`src/rtl/clk_gate_pkg.sv`:
```
// ----------------------------------------------------------------------------
// clk_gate_pkg
// Shared definitions for the clock-gate scheduler:
//   - state_e      : FSM state encoding (SLEEP / WAKE / ACTIVE)
//   - DEF_*        : default bank geometry and idle timeout
//   - idx_width()  : width of a counter/pointer that must hold 0..n-1
// ----------------------------------------------------------------------------
package clk_gate_pkg;

  typedef enum logic [1:0] {
    ST_SLEEP  = 2'd0,
    ST_WAKE   = 2'd1,
    ST_ACTIVE = 2'd2
  } state_e;

  localparam int DEF_LANES      = 5;
  localparam int DEF_MAX_ACTIVE = 2;
  localparam int DEF_IDLE_LIMIT = 8;

  // Bits needed to index n items; never less than one bit.
  function automatic int idx_width(input int n);
    return (n > 1) ? $clog2(n) : 1;
  endfunction

endpackage

```
`src/rtl/clk_gate_sched_if.sv`:
```
// ----------------------------------------------------------------------------
// clk_gate_sched_if
// Request/enable bundle between the lane requesters and the scheduler.
//   REQ      : per-lane update request (level, held until EN seen)
//   EN       : per-lane write enable / request acknowledge
//   CG_EN    : bank clock-gate enable (0 = bank clock gated)
//   SLEEPING : scheduler is in its SLEEP state
// Modports: master = requester side, slave = scheduler side.
// ----------------------------------------------------------------------------
interface clk_gate_sched_if
  import clk_gate_pkg::*;
#(
  parameter int LANES = DEF_LANES
);

  logic [LANES-1:0] REQ;
  logic [LANES-1:0] EN;
  logic             CG_EN;
  logic             SLEEPING;

  modport master (
    output REQ,
    input  EN,
    input  CG_EN,
    input  SLEEPING
  );

  modport slave (
    input  REQ,
    output EN,
    output CG_EN,
    output SLEEPING
  );

endinterface

```
`src/rtl/rr_multi_pick.sv`:
```
// ----------------------------------------------------------------------------
// rr_multi_pick
// Purely combinational round-robin multi-grant selector.
//   elig     : lanes that may be granted this cycle
//   ptr      : lane the scan starts from (wraps LANES-1 -> 0)
//   grant    : first min(MAX_ACTIVE, popcount(elig)) eligible lanes in scan order
//   next_ptr : lane after the last one granted; ptr when nothing is granted
// ----------------------------------------------------------------------------
module rr_multi_pick
  import clk_gate_pkg::*;
#(
  parameter  int LANES      = DEF_LANES,
  parameter  int MAX_ACTIVE = DEF_MAX_ACTIVE,
  localparam int PTR_W      = idx_width(LANES)
) (
  input  logic [LANES-1:0] elig,
  input  logic [PTR_W-1:0] ptr,
  output logic [LANES-1:0] grant,
  output logic [PTR_W-1:0] next_ptr
);

  // Walk all lanes once starting at ptr, taking eligible lanes until full.
  always_comb begin
    int idx;
    int cnt;
    int last;
    grant = '0;
    idx   = 0;
    cnt   = 0;
    last  = int'(ptr);
    for (int i = 0; i < LANES; i++) begin
      idx = int'(ptr) + i;
      idx = (idx >= LANES) ? idx - LANES : idx;
      if (elig[idx] && (cnt < MAX_ACTIVE)) begin
        grant[idx] = 1'b1;
        cnt        = cnt + 1;
        last       = idx;
      end else begin
        cnt = cnt;
      end
    end
    if (cnt > 0) begin
      next_ptr = (last >= LANES - 1) ? '0 : PTR_W'(last + 1);
    end else begin
      next_ptr = ptr;
    end
  end

endmodule

```
`src/rtl/clk_gate_sched.sv`:
```
// ----------------------------------------------------------------------------
// clk_gate_sched
// Schedules per-lane write enables for a clock-gated register bank and gates
// the bank clock after a run of idle cycles.
//   CLK   : clock, all state changes on the rising edge
//   RST_N : asynchronous active-low reset
//   bus   : slave side of clk_gate_sched_if (REQ in; EN, CG_EN, SLEEPING out)
// FSM: SLEEP (bank gated) -> WAKE (one cycle, clock on, no enables) -> ACTIVE
// (round-robin grants, at most MAX_ACTIVE per cycle) -> SLEEP after
// IDLE_LIMIT idle cycles (IDLE_LIMIT = 0 keeps the bank awake).
// ----------------------------------------------------------------------------
module clk_gate_sched
  import clk_gate_pkg::*;
#(
  parameter  int LANES      = DEF_LANES,
  parameter  int MAX_ACTIVE = DEF_MAX_ACTIVE,
  parameter  int IDLE_LIMIT = DEF_IDLE_LIMIT,
  localparam int PTR_W      = idx_width(LANES),
  localparam int CNT_W      = idx_width(IDLE_LIMIT + 1)
) (
  input logic             CLK,
  input logic             RST_N,
  clk_gate_sched_if.slave bus
);

  localparam logic SLEEP_ENABLED = (IDLE_LIMIT > 0) ? 1'b1 : 1'b0;

  state_e           state_r;
  logic [LANES-1:0] en_r;
  logic             cg_en_r;
  logic [PTR_W-1:0] ptr_r;
  logic [CNT_W-1:0] idle_cnt_r;

  logic [LANES-1:0] eligible_s;
  logic [LANES-1:0] grant_s;
  logic [PTR_W-1:0] next_ptr_s;
  logic             idle_edge_s;
  logic [CNT_W-1:0] idle_cnt_inc_s;
  logic             sleep_now_s;

  // Lanes already enabled this cycle are masked so a held REQ is not granted twice.
  always_comb begin
    eligible_s = bus.REQ & ~en_r;
  end

  rr_multi_pick #(
    .LANES      (LANES),
    .MAX_ACTIVE (MAX_ACTIVE)
  ) u_pick (
    .elig     (eligible_s),
    .ptr      (ptr_r),
    .grant    (grant_s),
    .next_ptr (next_ptr_s)
  );

  // Idle detection: an edge is idle only with no request and no enable in flight.
  // A request arriving on the expiring edge makes the edge non-idle, so it wins.
  always_comb begin
    idle_edge_s = (bus.REQ == '0) && (en_r == '0);
    if (idle_cnt_r < CNT_W'(IDLE_LIMIT)) begin
      idle_cnt_inc_s = idle_cnt_r + CNT_W'(1);
    end else begin
      idle_cnt_inc_s = idle_cnt_r;
    end
    sleep_now_s = SLEEP_ENABLED && (idle_cnt_inc_s == CNT_W'(IDLE_LIMIT));
  end

  // Scheduler FSM with registered EN / CG_EN, round-robin pointer and idle counter.
  always_ff @(posedge CLK or negedge RST_N) begin
    if (!RST_N) begin
      state_r    <= ST_SLEEP;
      en_r       <= '0;
      cg_en_r    <= 1'b0;
      ptr_r      <= '0;
      idle_cnt_r <= '0;
    end else begin
      case (state_r)
        ST_SLEEP: begin
          en_r       <= '0;
          idle_cnt_r <= '0;
          if (bus.REQ != '0) begin
            state_r <= ST_WAKE;
            cg_en_r <= 1'b1;
          end else begin
            cg_en_r <= 1'b0;
          end
        end
        ST_WAKE: begin
          // Clock runs for one cycle before any lane is written.
          state_r    <= ST_ACTIVE;
          cg_en_r    <= 1'b1;
          en_r       <= '0;
          idle_cnt_r <= '0;
        end
        ST_ACTIVE: begin
          en_r <= grant_s;
          if (grant_s != '0) begin
            ptr_r <= next_ptr_s;
          end else begin
            ptr_r <= ptr_r;
          end
          if (idle_edge_s) begin
            if (sleep_now_s) begin
              state_r    <= ST_SLEEP;
              cg_en_r    <= 1'b0;
              idle_cnt_r <= '0;
            end else begin
              idle_cnt_r <= idle_cnt_inc_s;
            end
          end else begin
            idle_cnt_r <= '0;
          end
        end
        default: begin
          state_r    <= ST_SLEEP;
          en_r       <= '0;
          cg_en_r    <= 1'b0;
          ptr_r      <= '0;
          idle_cnt_r <= '0;
        end
      endcase
    end
  end

  // EN and CG_EN come straight from flops; SLEEPING is decoded from the state.
  always_comb begin
    bus.EN       = en_r;
    bus.CG_EN    = cg_en_r;
    bus.SLEEPING = (state_r == ST_SLEEP);
  end

endmodule

```
`src/flat_wrapper.sv`:
```
// flat-port wrapper written by rule: the top's interface ports become plain ports
module clk_gate_sched_flat import clk_gate_pkg::*;
#(
  parameter  int LANES      = DEF_LANES,
  parameter  int MAX_ACTIVE = DEF_MAX_ACTIVE,
  parameter  int IDLE_LIMIT = DEF_IDLE_LIMIT,
  localparam int PTR_W      = idx_width(LANES),
  localparam int CNT_W      = idx_width(IDLE_LIMIT + 1)
)
  (CLK, RST_N, bus_REQ, bus_EN, bus_CG_EN, bus_SLEEPING);
  clk_gate_sched_if #(.LANES(LANES)) bus_i ();
  input logic CLK;
  input logic RST_N;
  input wire logic [$bits(bus_i.REQ)-1:0] bus_REQ;
  output wire logic [$bits(bus_i.EN)-1:0] bus_EN;
  output wire logic [$bits(bus_i.CG_EN)-1:0] bus_CG_EN;
  output wire logic [$bits(bus_i.SLEEPING)-1:0] bus_SLEEPING;
  assign bus_i.REQ = bus_REQ;
  assign bus_EN = bus_i.EN;
  assign bus_CG_EN = bus_i.CG_EN;
  assign bus_SLEEPING = bus_i.SLEEPING;
  clk_gate_sched #(.LANES(LANES), .MAX_ACTIVE(MAX_ACTIVE), .IDLE_LIMIT(IDLE_LIMIT)) u_core (.CLK(CLK), .RST_N(RST_N), .bus(bus_i));
endmodule
```
`config.mk`:
```
export PLATFORM = sky130hd
export DESIGN_NAME = clk_gate_sched_flat
export DESIGN_NICKNAME = d
export VERILOG_FILES = /design/src/rtl/clk_gate_pkg.sv /design/src/rtl/clk_gate_sched_if.sv /design/src/rtl/rr_multi_pick.sv /design/src/rtl/clk_gate_sched.sv /design/src/flat_wrapper.sv
export SDC_FILE = /design/constraint.sdc
export NUM_CORES = 1
export LEC_CHECK = 0
export ABC_AREA = 1
export CAP_MARGIN = 20
export CORE_MARGIN = 2
export CORE_UTILIZATION = 39
export DETAILED_ROUTE_END_ITERATION = 8
export GPL_TIMING_DRIVEN = 0
export SETUP_SLACK_MARGIN = 0.05
export SKIP_CTS_REPAIR_TIMING = 1
export SLEW_MARGIN = 25
export SYNTH_ARGS = -nofsm -noshare
export SYNTH_HDL_FRONTEND = slang
export SYNTH_SLANG_ARGS = --single-unit
```
`constraint.sdc`:
```
create_clock -name CLK -period 5.7 [get_ports CLK]
set_clock_uncertainty 0.1 [all_clocks]
set_input_delay 0.855 -clock CLK [delete_from_list [all_inputs] [get_ports CLK]]
set_output_delay 0.855 -clock CLK [all_outputs]
set_load 0.01 [all_outputs]
```
Word-level counts from Yosys, hierarchy flattened
Cells that the tools add are included.
{ "word_totals": {"reg_bits": 15, "inputBits": 7} }
{ "classes": {"add_sub_neg": 15, "magnitude_cmp": 22, "n_eq_ne": 8, "n_mux": 62, "n_bitwise": 7, "n_reduce_logical": 19} }
{ "ops": {"columns": ["cell", "count"], "rows": [
  ["32-bit two-way mux", 14],
  ["32-bit by 1-bit >= comparator with 1-bit output, second input constant", 5],
  ["32-bit by 5-bit less-than comparator with 1-bit output, second input constant", 5],
  ["32-bit by 2-bit adder with 32-bit output, second input constant", 4],
  ["32-bit by 3-bit less-than comparator with 1-bit output, second input constant", 4],
  ["32-bit by 4-bit >= comparator with 1-bit output, second input constant", 1],
  ["32-bit by 1-bit > comparator with 1-bit output, second input constant", 1],
  ["5-bit two-way mux", 6],
  ["5-bit OR", 4],
  ["4-bit by 3-bit subtractor with 5-bit output, second input constant", 4],
  ["1-bit two-way mux", 19],
  ["4-bit by 3-bit >= comparator with 1-bit output, second input constant", 4],
  ["4-bit two-way mux", 4],
  ["1-bit binary-select mux with 3-bit select", 5],
  ["1-bit demux with 3-bit select", 5],
  ["1-bit logical AND", 10],
  ["5-bit zero test", 2],
  ["5-bit nonzero test", 2],
  ["3-bit two-way mux", 3],
  ["3-bit by 2-bit adder with 4-bit output, second input constant", 2],
  ["2-bit by 1-bit inequality test with 1-bit output, second input constant", 4],
  ["2-bit two-way mux", 3],
  ["2-bit one-hot mux with 3 select lines", 1],
  ["3-bit one-hot mux with 2 select lines", 1],
  ["other kinds (19)", 20]
]} }

Longest topological paths before layout
Gate-level depths: netlist of run 1.
{ "logic_depth": {"ltp_word": 23, "mapped_depth": 30, "mapped_depth_nobuf": 30} }

Modules after synthesis
Synthesis of run 1 repeated with hierarchy kept, for this count alone.
{ "unflattened": {"hier_cells": 459, "hier_area_um2": 2752.6} }
{ "modules_own_cells": {"columns": ["module", "instances", "cells_per_inst", "area_each_um2", "seq_area_each_um2"], "rows": [
  ["rr_multi_pick", 1, 366, 2004.4, 0.0],
  ["clk_gate_sched", 1, 93, 748.2, 375.4]
]} }

Worst setup path before layout of run 1
Ideal clock, no wire load.
{ "synth_timing": {"path_kind": "reg-to-reg", "from": "reg u_core.ptr_r[1]", "to": "reg u_core.ptr_r[2]", "arrival_ns": 4.191, "required_ns": 5.483, "slack_ns": 1.291, "path_stages_with_launch": 28, "path_buffers": 0, "synth_period_minus_slack_ns": 4.409, "cell_sequence": "dfrtp_1 -> inv_1 -> ha_1 -> inv_1 -> nand2_1 -> nand2_2 -> nand3_2 -> nand2_1 -> nand2_2 -> inv_1 -> o21ai_2 -> nand3_4 -> inv_2 -> ha_1 -> nor2_8 -> xor2_4 -> ha_1 -> and2_4 -> nor2_8 -> nand3_4 -> o211ai_1 -> o21ai_0 -> ha_1 -> nand3b_1 -> nand2_1 -> nor2_1 -> nand4_1 -> nand2_1"} }
{ "synth_via": {"elab_chain_cells": 23} }
{ "synth_rtl": {"columns": ["element", "line_no", "rtl"], "rows": [
  ["from (decl)", "clk_gate_sched.sv:31", "logic [PTR_W-1:0] ptr_r;"],
  ["from (signal assigned)", "clk_gate_sched.sv:98", "ptr_r <= next_ptr_s;"],
  ["from (signal assigned)", "clk_gate_sched.sv:100", "ptr_r <= ptr_r;"],
  ["3-bit by 3-bit subtractor with 4-bit output / 3-bit >= comparator (equally long branches)", "rr_multi_pick.sv:33", "idx = (idx >= LANES) ? idx - LANES : idx;"],
  ["32-bit two-way mux", "rr_multi_pick.sv:33", null],
  ["1-bit binary-select mux with 3-bit select", "rr_multi_pick.sv:34", "if (elig[idx] && (cnt < MAX_ACTIVE)) begin"],
  ["1-bit two-way mux (implied by the code) (2 in series)", "rr_multi_pick.sv:34", null],
  ["1-bit two-way mux", "rr_multi_pick.sv:34", null],
  ["32-bit by 3-bit less-than comparator with 1-bit output", "rr_multi_pick.sv:34", null],
  ["1-bit logical AND", "rr_multi_pick.sv:34", null],
  ["32-bit two-way mux", "rr_multi_pick.sv:34", null],
  ["[... 6 more ...]", null, null],
  ["32-bit by 3-bit less-than comparator with 1-bit output", "rr_multi_pick.sv:34", null],
  ["1-bit logical AND", "rr_multi_pick.sv:34", null],
  ["32-bit two-way mux", "rr_multi_pick.sv:34", null],
  ["32-bit by 4-bit >= comparator with 1-bit output / 3-bit by 2-bit adder with 3-bit output (equally long branches)", "rr_multi_pick.sv:43", "next_ptr = (last >= LANES - 1) ? '0 : PTR_W'(last + 1);"],
  ["3-bit two-way mux", "rr_multi_pick.sv:43", null],
  ["3-bit two-way mux", "rr_multi_pick.sv:42", "if (cnt > 0) begin"],
  ["3-bit two-way mux", "clk_gate_sched.sv:97", "if (grant_s != '0) begin"],
  ["3-bit one-hot mux with 2 select lines", "clk_gate_sched.sv:77", "case (state_r)"]
]} }
Several ways; a longest one is shown, not always the timed one. The select of a mux whose other input is x is not followed.
A chain may end at the register's enable or synchronous reset.

Final worst setup path of run 1
Ends and elaborated chain as after synthesis.

==> reports/qor.csv, run 1 <==
metric,value,unit
finalSetupViolations,0,
area_delta_synth_final,10.7,%
gp_congestion,1.01,
ys_seq_area_share,13.4,%
root_buffer,clkbuf_8,
crit_path_start_kind,flip-flop,
synth_largest_area_cell,nand2_1,
drc,0,
wirelength_met1,3620,µm
track_usage,21.9,%
final_common_cell,nand2_1,
tns,0,ns
cts_tree,yes,
cts_buffers,3,
fin_nets,506,
yosysTopAreaCellShare,16.4,%
period_share,90.7,%
min_path_type,reg2reg,
grt_overflow_total,0,
crit_path_top_delay_cell,dfrtp_2,
core,6870,µm²
clock_latency,0.24,ns
grt_pass1_vias,2874,
avgSynthCellArea,6.13,µm²
dp.cells,568,
fin_cells,572,
crit_arrival,5.20,ns
pin_count,14,
row_count,30,
timing.fmax,194,MHz
timing.final.ws_setup,0.533,ns
drive_gt1_share,13.4,%
status,completed,
dieArea,7900,µm²
syn_nets,488,
max_stage_delay,0.49,ns
final_cell_mix,"nand2_1 (123), inv_1 (62), nor2_1 (53)",
vias_per_cell,5.17,
hpwl,6580,µm
clk_pin_slew,0.06,ns
slew_viol_final,0,
synth.area.top_cells,"nand2_1 (16%), dfrtp_1 (13%), ha_1 (9.3%)",
syn_inst,459,
drtIter0Drc,143,
start_util,40.9,%
place_worst_setup_slack,0.321,ns
num_antenna_cells,0,
cts_buffer_depth,2,
cts.htree.levels,1,
die_w,88.9,µm
antenna_found_initial,0,
hold_slack,0.430,ns
crit_fanout,10,
maxSlewHeadroom,52.3,%
critPathCaptureType,flip-flop,
ys_ff_latch,15,
drtAntennaViolNets,0,
dr.pass1.iters,4,
maxUsedRoutingLayer,met4,
synth_area,2810,µm²
ys_types,43,
grt_pass1_wl,13500,µm
clock_sinks,15,
wl_met3,343,µm
wl_per_cell,14.0,µm
cp.required,5.73,ns
vias,2956,
portBuffers,13,
rsz0062_at_grt,no,
cpMostUsedCell,nand2_1,
die_h,88.9,µm
yosys_warnings,0,
crit_type,reg2reg,
grt_max_degree,16,
worst_pin_slew,0.713,ns
routed-wl-met2,3780,µm
hold_viol,0,
finalCriticalPeriod,5.17,ns
wirelength,8030,µm
maxCapViolations,0,
## synthesized netlist by cell type
cell / n
nand2_4: 2
a31oi_1: 1
nand4_1: 22
o21a_1: 2
xnor2_1: 1
and2_4: 1
o21ai_0: 10
ha_1: 21
buf_6: 1
xor2_1: 2
inv_2: 7
a21oi_1: 12
and2_1: 1
nor2_1: 53
nand3_4: 4
nand3_1: 45
o211ai_1: 5
inv_1: 62
nor3_1: 8
nand2_1: 123
nor2_2: 3
xor2_2: 1
or3_1: 1
fa_1: 1
o21ai_4: 1
nand3_2: 7
buf_4: 2
xnor2_2: 1
nand4_2: 2
o21bai_1: 1
a21oi_2: 2
dfrtp_1: 15
o21ai_2: 4
xor2_4: 1
o22ai_1: 2
nor2_4: 2
nand2_2: 15
nor4_1: 2
o221ai_1: 1
or4_1: 1
nor2_8: 2
o21ai_1: 8
nand3b_1: 1
## final timing paths
kind                                                from                             end  slack [ns]  depth (start not counted)
max in group asynchronous                          RST_N     u_core.ptr_r[1]$_DFFE_PN0P_        4.11                          1
max                          u_core.ptr_r[1]$_DFFE_PN0P_     u_core.ptr_r[2]$_DFFE_PN0P_        0.53                         28
min reg2reg                u_core.state_r[0]$_DFFE_PN0P_   u_core.state_r[1]$_DFFE_PN0P_        0.43                          2
min                        u_core.state_r[0]$_DFFE_PN0P_   u_core.state_r[1]$_DFFE_PN0P_        0.43                          2
max reg2reg                  u_core.ptr_r[1]$_DFFE_PN0P_     u_core.ptr_r[2]$_DFFE_PN0P_        0.53                         28
min in group asynchronous                          RST_N  u_core.idle_cnt_r[2]$_DFF_PN0_        0.92                          1
## worst max-delay path: cells and delay by family, from the launching register on
| family | cells | cell delay [ns] |
|---|---|---|
| AO/OA/AOI/OAI | 2 | 0.31 |
| buffers and inverters | 5 | 0.89 |
| adder cells (fa/ha/maj) | 5 | 1.34 |
| flip-flops | 1 | 0.49 |
| AND/OR/NAND/NOR | 15 | 1.75 |
| XOR/XNOR | 1 | 0.17 |
## layer usage
layer | up-vias | track usage, %
li1 | 1539 | -
met1 | 1322 | 29.0
met2 | 72 | 36.8
met3 | 23 | 1.57
met4 | 0 | 9.23
met5 | - | 0
## registers in the layout (all words and copies together), names as in the netlist
register / count
u_core.bus.CG_EN: 1
u_core.bus.EN: 5
u_core.idle_cnt_r: 4
u_core.ptr_r: 3
u_core.state_r: 2
## kinds of logic (layout without fill, tap and decap cells)
kind of cell | after synthesis | after routing | synth area share (%)
AOI/OAI and AO/OA | 49 | 49 | 10.9
xor gates and xnor gates | 6 | 6 | 3.07
adders and majority gates | 22 | 22 | 10.1
buffers and inverters | 72 | 89 | 10.1
DFF | 15 | 15 | 13.4
and+or+nand+nor | 295 | 295 | 52.5
## through the flow
stage               utilization (%)  cell area, µm²
floorplan                         -            2810
global placement               44.6            3060
detailed placement             44.6            3060
CTS                            45.2            3110
global route                   45.3            3110
finish                         45.3            3110
## final cells by class
type	instances	area, µm²
Sequential cell	15	377
Timing Repair Buffer	13	130
Inverter	69	259
Multi-Input combinational cell	372	2150
Tap cell	96	120
Fill cell	750	3760
Clock buffer	3	41.3
Buffer	3	26.3
Clock inverter	1	5.00
Power of run 1 is left out: the tool's default activity adds up to more than one toggle a clock period on the data nets, which glitch-free logic cannot reach.
==> run 2: changes to the inputs <==
--- a/config.mk
+++ b/config.mk
@@ -7,7 +7,6 @@
 export LEC_CHECK = 0
 export ABC_AREA = 1
 export CAP_MARGIN = 20
-export CORE_MARGIN = 2
 export CORE_UTILIZATION = 39
 export DETAILED_ROUTE_END_ITERATION = 8
 export GPL_TIMING_DRIVEN = 0
==> reports/qor.csv, run 2 (synthesis gave the netlist of run 1 again) <==
metric,value,unit,change
status,completed,,
cts_buffers,3,,unchanged
crit_arrival,5.28,ns,+0.08 ns
grt_overflow_total,0,,unchanged
root_buffer,clkbuf_8,,
worst_pin_slew,0.774,ns,+0.0613 ns
clock_sinks,15,,unchanged
cpMostUsedCell,nand2_1,,
maxSlewHeadroom,48.2,%,-4.1 points
start_util,40.9,%,unchanged
hpwl,6540,µm,-0.60%
grt_pass1_vias,2785,,-3.1%
finalCriticalPeriod,5.24,ns,+0.0757 ns
grt_max_degree,16,,unchanged
slew_viol_final,0,,unchanged
crit_type,reg2reg,,
clk_pin_slew,0.06,ns,about the same
drc,0,,unchanged
hold_path_depth,2,,unchanged
cts_tree,yes,,
max_stage_delay,0.50,ns,about the same
hold_viol,0,,unchanged
timing.fmax,191,MHz,-1.4%
final_cell_mix,"nand2_1 (123), inv_1 (62), nor2_1 (53)",,
crit_fanout,10,,unchanged
drtIter0Drc,192,,+34%
finalSetupViolations,0,,unchanged
maxCapViolations,0,,unchanged
wirelength,8110,µm,+1.0%
wl_per_cell,14.2,µm,+1.0%
core,6870,µm²,unchanged
dr.pass1.iters,5,,+1
num_antenna_cells,0,,unchanged
fin_nets,506,,unchanged
rr_worst_depth,28,,unchanged
row_count,30,,unchanged
vias,3028,,+2.4%
antenna_found_initial,0,,unchanged
rsz0062_at_grt,no,,
drtAntennaViolNets,0,,unchanged
grt_pass1_wl,13100,µm,-2.6%
clock_latency,0.24,ns,about the same
cts.htree.levels,1,,unchanged
period_share,92.0,%,+1.3 points
cp.required,5.74,ns,about the same
critPathCaptureType,flip-flop,,
die_h,86.9,µm,-2.2%
dieArea,7550,µm²,-4.4%
crit_path_top_delay_cell,dfrtp_2,,
track_usage,22.3,%,+0.45 points
cts_buffer_depth,2,,unchanged
min_path_type,reg2reg,,
vias_per_cell,5.29,,+2.4%
tns,0,ns,unchanged
drive_gt1_share,13.4,%,unchanged
largest_reg_flops,5,,unchanged
crit_path_start_kind,flip-flop,,
pin_count,14,,unchanged
portBuffers,13,,unchanged
gp_congestion,0.994,,-1.4%
die_w,86.9,µm,-2.2%
final_common_cell,nand2_1,,
area_delta_synth_final,10.7,%,unchanged
==> run 2: critical path, delay by kind of cell, from the launching register on <==
family,cells,cell delay (ns)
buf+inv,5,0.90
fa+ha+maj,5,1.35
flops,1,0.50
simple gates,15,1.80
compound gates,2,0.32
xor+xnor,1,0.17
==> run 2: path summary, 6_finish.rpt <==
kind	start	to	slack (ns)
max	u_core.ptr_r[1]$_DFFE_PN0P_	u_core.ptr_r[2]$_DFFE_PN0P_	0.46
min	u_core.state_r[0]$_DFFE_PN0P_	u_core.state_r[1]$_DFFE_PN0P_	0.43
max reg2reg	u_core.ptr_r[1]$_DFFE_PN0P_	u_core.ptr_r[2]$_DFFE_PN0P_	0.46
min reg2reg	u_core.state_r[0]$_DFFE_PN0P_	u_core.state_r[1]$_DFFE_PN0P_	0.43
max in group asynchronous	RST_N	u_core.ptr_r[1]$_DFFE_PN0P_	4.12
min in group asynchronous	RST_N	u_core.idle_cnt_r[1]$_DFF_PN0_	0.91
==> run 2: cell type report <==
class / count / area, µm²
fill: 725 / 3760
multi-input combinational: 372 / 2150
sequential: 15 / 377
inverter: 69 / 259
timing repair buffer: 13 / 130
tap: 96 / 120
clock buffer: 3 / 41.3
buffer: 3 / 26.3
clock inverter: 1 / 5.00
==> run 2: metrics by stage <==
step                std cells  setup WS (ns)  area (µm²)  hold slack [ns]  util [%]
global route              572         0.0549        3110            0.479      45.3
floorplan                 459           1.29        2810            0.392         -
finish                    572          0.457        3110            0.430      45.3
global placement          568          0.327        3060            0.420      44.6
detailed placement        568          0.246        3060            0.419      44.6
CTS                       572          0.210        3110            0.435      45.2
==> run 2: layer usage <==
layer | global-route usage (%) | wire, µm | vias to the layer above | share of wire [%]
met5 | 0 | 0 | - | 0
met4 | 7.12 | 191 | 0 | 2.4
met3 | 0.569 | 250 | 14 | 3.1
met2 | 39.1 | 3890 | 88 | 48
met1 | 29.8 | 3780 | 1391 | 47
li1 | - | - | 1535 | -
Power of run 2 is left out for the same reason.
